### src/rtl/fifo_tx_arb.sv
// Two-port frame arbiter: round-robin at frame granularity, moving header + N payload words into one transmit FIFO.
// Optional FIFO_TX_ARB_TAG_EN: replaces the header MSB with the source port index.
module fifo_tx_arb #(
   parameter int WIDTH = 16
) (
   input  logic             clk,
   input  logic             rst_n,
   input  logic [WIDTH-1:0] din0,
   input  logic             empty0,
   output logic             rden0,
   input  logic [WIDTH-1:0] din1,
   input  logic             empty1,
   output logic             rden1,
   output logic [WIDTH-1:0] dout,
   output logic             wren,
   input  logic             full,
   output logic             grant,
   output logic             busy
);

   // state   | meaning
   // IDLE    | arbitrating; no strobes, grant holds last winner
   // HDR     | waiting to move the header word of the granted port
   // PAYLOAD | moving payload words, cnt = words still to move

   typedef enum logic [1:0] {
      S_IDLE    = 2'd0,
      S_HDR     = 2'd1,
      S_PAYLOAD = 2'd2
   } state_t;

   state_t           state, state_nxt;
   logic [7:0]       cnt, cnt_nxt;
   logic             grant_nxt;
   logic             prio, prio_nxt;
   logic [WIDTH-1:0] din_sel;
   logic             empty_sel;
   logic             xfer;
   logic             pick;

   assign din_sel   = grant ? din1 : din0;
   assign empty_sel = grant ? empty1 : empty0;
   assign xfer      = (state != S_IDLE) && !empty_sel && !full;

   // prio is the tie winner; a lone non-empty port wins regardless
   assign pick = (!empty0 && !empty1) ? prio : empty0;

   always_ff @(posedge clk or negedge rst_n) begin
      if (!rst_n) begin
         state <= S_IDLE;
         cnt   <= '0;
         grant <= 1'b0;
         prio  <= 1'b0;
      end else begin
         state <= state_nxt;
         cnt   <= cnt_nxt;
         grant <= grant_nxt;
         prio  <= prio_nxt;
      end
   end

   always_comb begin
      state_nxt = state;
      cnt_nxt   = cnt;
      grant_nxt = grant;
      prio_nxt  = prio;
      case (state)
         S_IDLE: begin
            if (!empty0 || !empty1) begin
               grant_nxt = pick;
               prio_nxt  = ~pick;
               state_nxt = S_HDR;
            end
         end
         S_HDR: begin
            if (xfer) begin
               if (din_sel[7:0] == 8'd0) begin
                  state_nxt = S_IDLE;
               end else begin
                  cnt_nxt   = din_sel[7:0];
                  state_nxt = S_PAYLOAD;
               end
            end
         end
         S_PAYLOAD: begin
            if (xfer) begin
               cnt_nxt = cnt - 8'd1;
               if (cnt == 8'd1) begin
                  state_nxt = S_IDLE;
               end
            end
         end
         default: state_nxt = S_IDLE;
      endcase
   end

   always_comb begin
      busy  = (state != S_IDLE);
      wren  = xfer;
      rden0 = xfer && !grant;
      rden1 = xfer && grant;
      dout  = din_sel;
`ifdef FIFO_TX_ARB_TAG_EN
      if (state == S_HDR) begin
         dout[WIDTH-1] = grant;
      end
`endif
   end

endmodule

### config.mk
export PLATFORM = sky130hd
export DESIGN_NAME = fifo_tx_arb
export DESIGN_NICKNAME = d
export VERILOG_FILES = /design/src/rtl/fifo_tx_arb.sv
export SDC_FILE = /design/constraint.sdc
export NUM_CORES = 1
export LEC_CHECK = 0
export ABC_AREA = 0
export BUFFER_PORTS_ARGS = -buffer_cell sky130_fd_sc_hd__buf_4
export CORE_ASPECT_RATIO = 1.75
export CORE_MARGIN = 3
export CORE_UTILIZATION = 40
export DETAILED_ROUTE_END_ITERATION = 8
export PLACE_DENSITY = 0.71
export REMOVE_ABC_BUFFERS = 1
export SLEW_MARGIN = 0
export SYNTH_ARGS = -nofsm -noshare
export SYNTH_HDL_FRONTEND = slang
export SYNTH_SLANG_ARGS = --single-unit
export TNS_END_PERCENT = 100
### constraint.sdc
create_clock -name clk -period 4.2 [get_ports clk]
set_input_delay 0.42 -clock clk [delete_from_list [all_inputs] [get_ports clk]]
set_output_delay 0.42 -clock clk [all_outputs]
set_load 0.1 [all_outputs]
* Word level (Yosys, flattened, before mapping)
Index checks and enable logic that the tools add are counted.
** Operators by class
- Eq/ne operators :: 8
- Reductions and logical operators :: 18
- Bitwise operators :: 1
- Mux-type cells :: 13
- $add $sub $neg :: 1
** Operators by type and width (count)
- two-way mux 8 bit :: 3
- two-way mux 16 bit :: 1
- one-hot mux 8 bit (2 select lines) :: 1
- two-way mux 2 bit :: 5
- inequality test 2 bit, second input constant :: 5
- equality test 8 x 1 -> 1 bit, second input constant :: 1
- logical NOT 8 bit :: 1
- AND reduction 4 bit :: 2
- subtractor 8 x 1 -> 8 bit, second input constant :: 1
- one-hot mux 2 bit (3 select lines) :: 1
- logical AND 1 bit :: 5
- logical NOT 1 bit :: 5
- nonzero test 2 bit :: 2
- equality test 2 x 1 -> 1 bit, second input constant :: 1
- equality test 2 bit, second input constant :: 1
- logical NOT 2 bit :: 1
- two-way mux 1 bit :: 2
- AND reduction 2 bit :: 1
- logical OR 1 bit :: 1
- NOT 1 bit :: 1
** Word-level totals
- Word-level logic and storage cells :: 45
- Bits of input ports :: 37
- Register bits :: 12

* Logic depth before layout (Yosys ltp)
- Word-level depth :: 6
- Gate-level depth with buffers :: 6

* Worst setup path before layout
No wires, ideal clock.
- Path type :: flip-flop to output port
- Start point :: register grant
- End point :: output rden0
- Stages on the path, launching flop included :: 4
- Slack :: 0.206 ns
- Required time :: 3.780 ns
- Data arrival time :: 3.574 ns
- Cell sequence :: dfrtp_1 mux2i_1 nand2_2 nor3_1
** On the way
- Longest elaborated chain between the ends :: 5
** Ends and longest elaborated chain
- from (decl) :: RTL line 17 : output logic grant,
- from (signal assigned) :: RTL line 57 : grant <= grant_nxt;
- two-way mux 1 bit :: RTL line 42 : assign empty_sel = grant ? empty1 : empty0;
- logical NOT 1 bit :: RTL line 43 : assign xfer = (state != S_IDLE) && !empty_sel && !full;
- logical AND 1 bit (2 in series) :: RTL line 43
- logical AND 1 bit * :: RTL line 100 : rden0 = xfer && !grant;
- to (decl) :: RTL line 10 : output logic rden0,
Mark *: on every way between the ends. The rest lies on a longest branch, timed or not.

* Worst setup path in the final report
- Start point :: register grant
- End point :: output wren
** On the way
- Longest elaborated chain between the ends :: 4
** Ends and longest elaborated chain
- two-way mux 1 bit :: RTL line 42
- logical NOT 1 bit :: RTL line 43
- logical AND 1 bit (2 in series) :: RTL line 43
- to (decl) :: RTL line 15 : output logic wren,
Every way passes these cells.

==> impl_metrics.yaml <==
critical_path:
  startpoint_type: "register"
  crit_family: "flip-flops"
  path_buf_inv: 1
  crit_arrival_ps: 2470
  worstPathRequired_ps: 3780
  path_max_fanout: 25
  r2r-start: "grant"
  crit_slowest_cell: "dfrtp_1"
  reg2reg_to: "cnt[5]"
  path_cells: "mux2i_1 > nand2_2 > nor2_1 > buf_4"
  critPathLaunch: "grant"
  rrSetupSlack_ps: 1710
  critPathKind: "reg -> out"
  critPathCapture: "wren"
  worst-r2r-cell-count: 5
  timing.critical_path.to_type: "output port"
  cp.depth: 4
  critPathMaxStageDelay_ps: 950
power:
  swShare: 0.618
  ir_drop_mv: 0.488
  cellLeakagePower_nw: 0.729
  p_clk_frac: 0.093
  internal-power_w: 0.000530
  powerDensity_nw_per_um2: 897
  switching_power_w: 0.000856
  total_power_w: 0.00139
  combinationalPowerShare: 0.693
  seq_power_share: 0.214
global_routing:
  grt_max_degree: 26
  grt_pass1_vias: 1242
  grt.overflow.total: 0
  grt_use_total: 0.222
  antenna_found_initial: 0
  grt_pass1_wl_um: 5400
cts:
  holdBufCountCts: 0
  clock_latency_ps: 250
  ctsResizeCount: 0
  post_cts_buffers: 0
  clk_pin_slew_ps: 60
  root_buffer: "clkbuf_8"
  clock_sinks: 12
  cts_made_buffers: 3
  tritoncts: "yes"
  h-tree-depth: 1
  cts_buffer_depth: 2
logic_synthesis:
  seq_area_frac_synth: 0.287
  netlist_top_cells_count: "nor2_1 (13), dfrtp_1 (12), mux2_2 (11)"
  syn_area_sq_um: 1050
  yosysMostFrequentCell: "nor2_1"
  yosysWarningCount: 0
  async_flop_share: 1.00
  yosysUniqueCellTypes: 42
  synthXorXnorAreaFrac: 0.00836
  synth_top_family_by_area: "compound AO/OA/AOI/OAI gates"
  synthAdderAreaFrac: 0.0239
  yosys_register_bits: 12
  synthSimpleGateAreaFrac: 0.209
  synth_compound_area_frac: 0.229
  netlist_instances: 116
  synth_area_leader_cell: "dfrtp_1"
  ys_top_cells_by_area: "dfrtp_1 (29%), mux2_2 (12%), mux2i_1 (5.7%)"
  synth-edff-count: 0
  yosys_most_used_dff: "dfrtp_1"
  yosysTopAreaCellShare: 0.287
  synth_area_per_cell_sq_um: 9.03
  muxShareOfSynthArea: 0.197
timing:
  fin_skew_ps: 4.43
  max_clock_freq_mhz: 346
  fin_tns_setup_ps: 0
  fin_crit_sh: 0.688
  setup_slack_ps: 1310
  min_period_ps: 2890
  setup_viol: 0
  slew_headroom: 0.381
  worst_slew_pin_slew_ps: 929
  rsz0062_at_grt: "no"
  hold_viol_final: 0
  drv_slew: 0
drt:
  wl_um: 3380
  routedWlPerCell_um: 17.0
  via_per_inst: 5.85
  firstDrtPassIters: 4
  vias: 1159
  drc: 0
  postRouteAntennaNets: 0
  drtIter0Drc: 25
finish:
  utilization: 0.646
  drive_gt1_frac: 0.457
  antennaDiodeCount: 0
  area_delta_synth_final_pct: 47.4
  finalNetCount: 213
  fill_cells: 221
  final_area_sq_um: 1540
place:
  globalplace.congestion: 0.912
  place_area_sq_um: 1490
  port_buffers: 57
  place_ws_ps: 1640
  dpl.hpwl_um: 2740
floorplanning:
  rows: 23
  die_x_um: 44.7
  die_area_sq_um: 3290
  core_area_sq_um: 2390
  initial_core_util: 0.438
  dieHeight_um: 73.7
  io_pins: 58
worst_hold_path:
  worst_hold_path_type: "in -> async"
outcome:
  status: "finished, final reports clean"
flow_run:
  maxCapViolations: 0
## registers in the layout, summed over array words and instances (netlist names)
register,cells
state,2
cnt,8
grant,1
prio,1
## metrics by stage
stage / instances / hold slack (ps)
after floorplan: 112 / 124
after global placement: 194 / 267
after global routing: 198 / 18.6
after CTS: 198 / 14.9
final: 198 / 4.16
after detailed placement: 194 / 271
## per-layer routing
| layer | share of wire | track usage | up-vias | wire [um] |
|---|---|---|---|---|
| li1 | - | - | 553 | - |
| met1 | 0.36 | 0.242 | 517 | 1220 |
| met2 | 0.52 | 0.403 | 78 | 1750 |
| met3 | 0.090 | 0.0319 | 11 | 304 |
| met4 | 0.031 | 0.0973 | 0 | 104 |
| met5 | 0 | 0 | - | 0 |
## cells by family (layout without fill, tap and decap cells)
kind of cell             count (synthesis)  count (layout)
AO/OA/AOI/OAI                           30              30
multiplexers                            19              19
XOR/XNOR                                 1               1
buffers and inverters                   12              69
flip-flops                              12              12
adder cells (fa/ha/maj)                  2               2
AND/OR/NAND/NOR                         40              40
## power groups by stage
| stage | registers, W | clock network [W] | logic, W |
|---|---|---|---|
| 5_1_grt | 0.000310 | 0.000133 | 0.00100 |
| 3_3_place_gp | 0.000291 | 0 | 0.000952 |
| 4_1_cts | 0.000293 | 0.000128 | 0.000961 |
| 6_report | 0.000296 | 0.000129 | 0.000960 |
| 3_5_place_dp | 0.000294 | 0 | 0.000956 |
| 2_1_floorplan | 0.000299 | 0 | 0.000738 |
## how the worst min path moves through the flow
stage | startpoint | to | cells past startpoint
floorplan | rst_n | cnt[0] | 0
global placement | rst_n | cnt[1] | 1
detailed placement | rst_n | cnt[1] | 1
CTS | rst_n | cnt[1] | 1
global route | rst_n | cnt[1] | 1
finish | rst_n | cnt[1] | 1
## cell type report
cell class,count,area [sq um],share of cell area
multi-input cells,92,699,0.453
repair buffers,57,428,0.277
flip-flops and latches,12,300,0.194
clock buffers,4,55.1,0.0357
well taps,25,31.3,0.0203
inverters,8,30.0,0.0194
## placed cells by master, fill, tap and decap left out, drive strengths merged, types with 5 or more instances in the layout
cell / count
o21ai: 5
inv: 8
nand2: 6
dfrtp: 12
nor3: 8
nor2: 13
mux2i: 6
mux2: 13
buf: 57
Power figures use the tool's default switching activity.
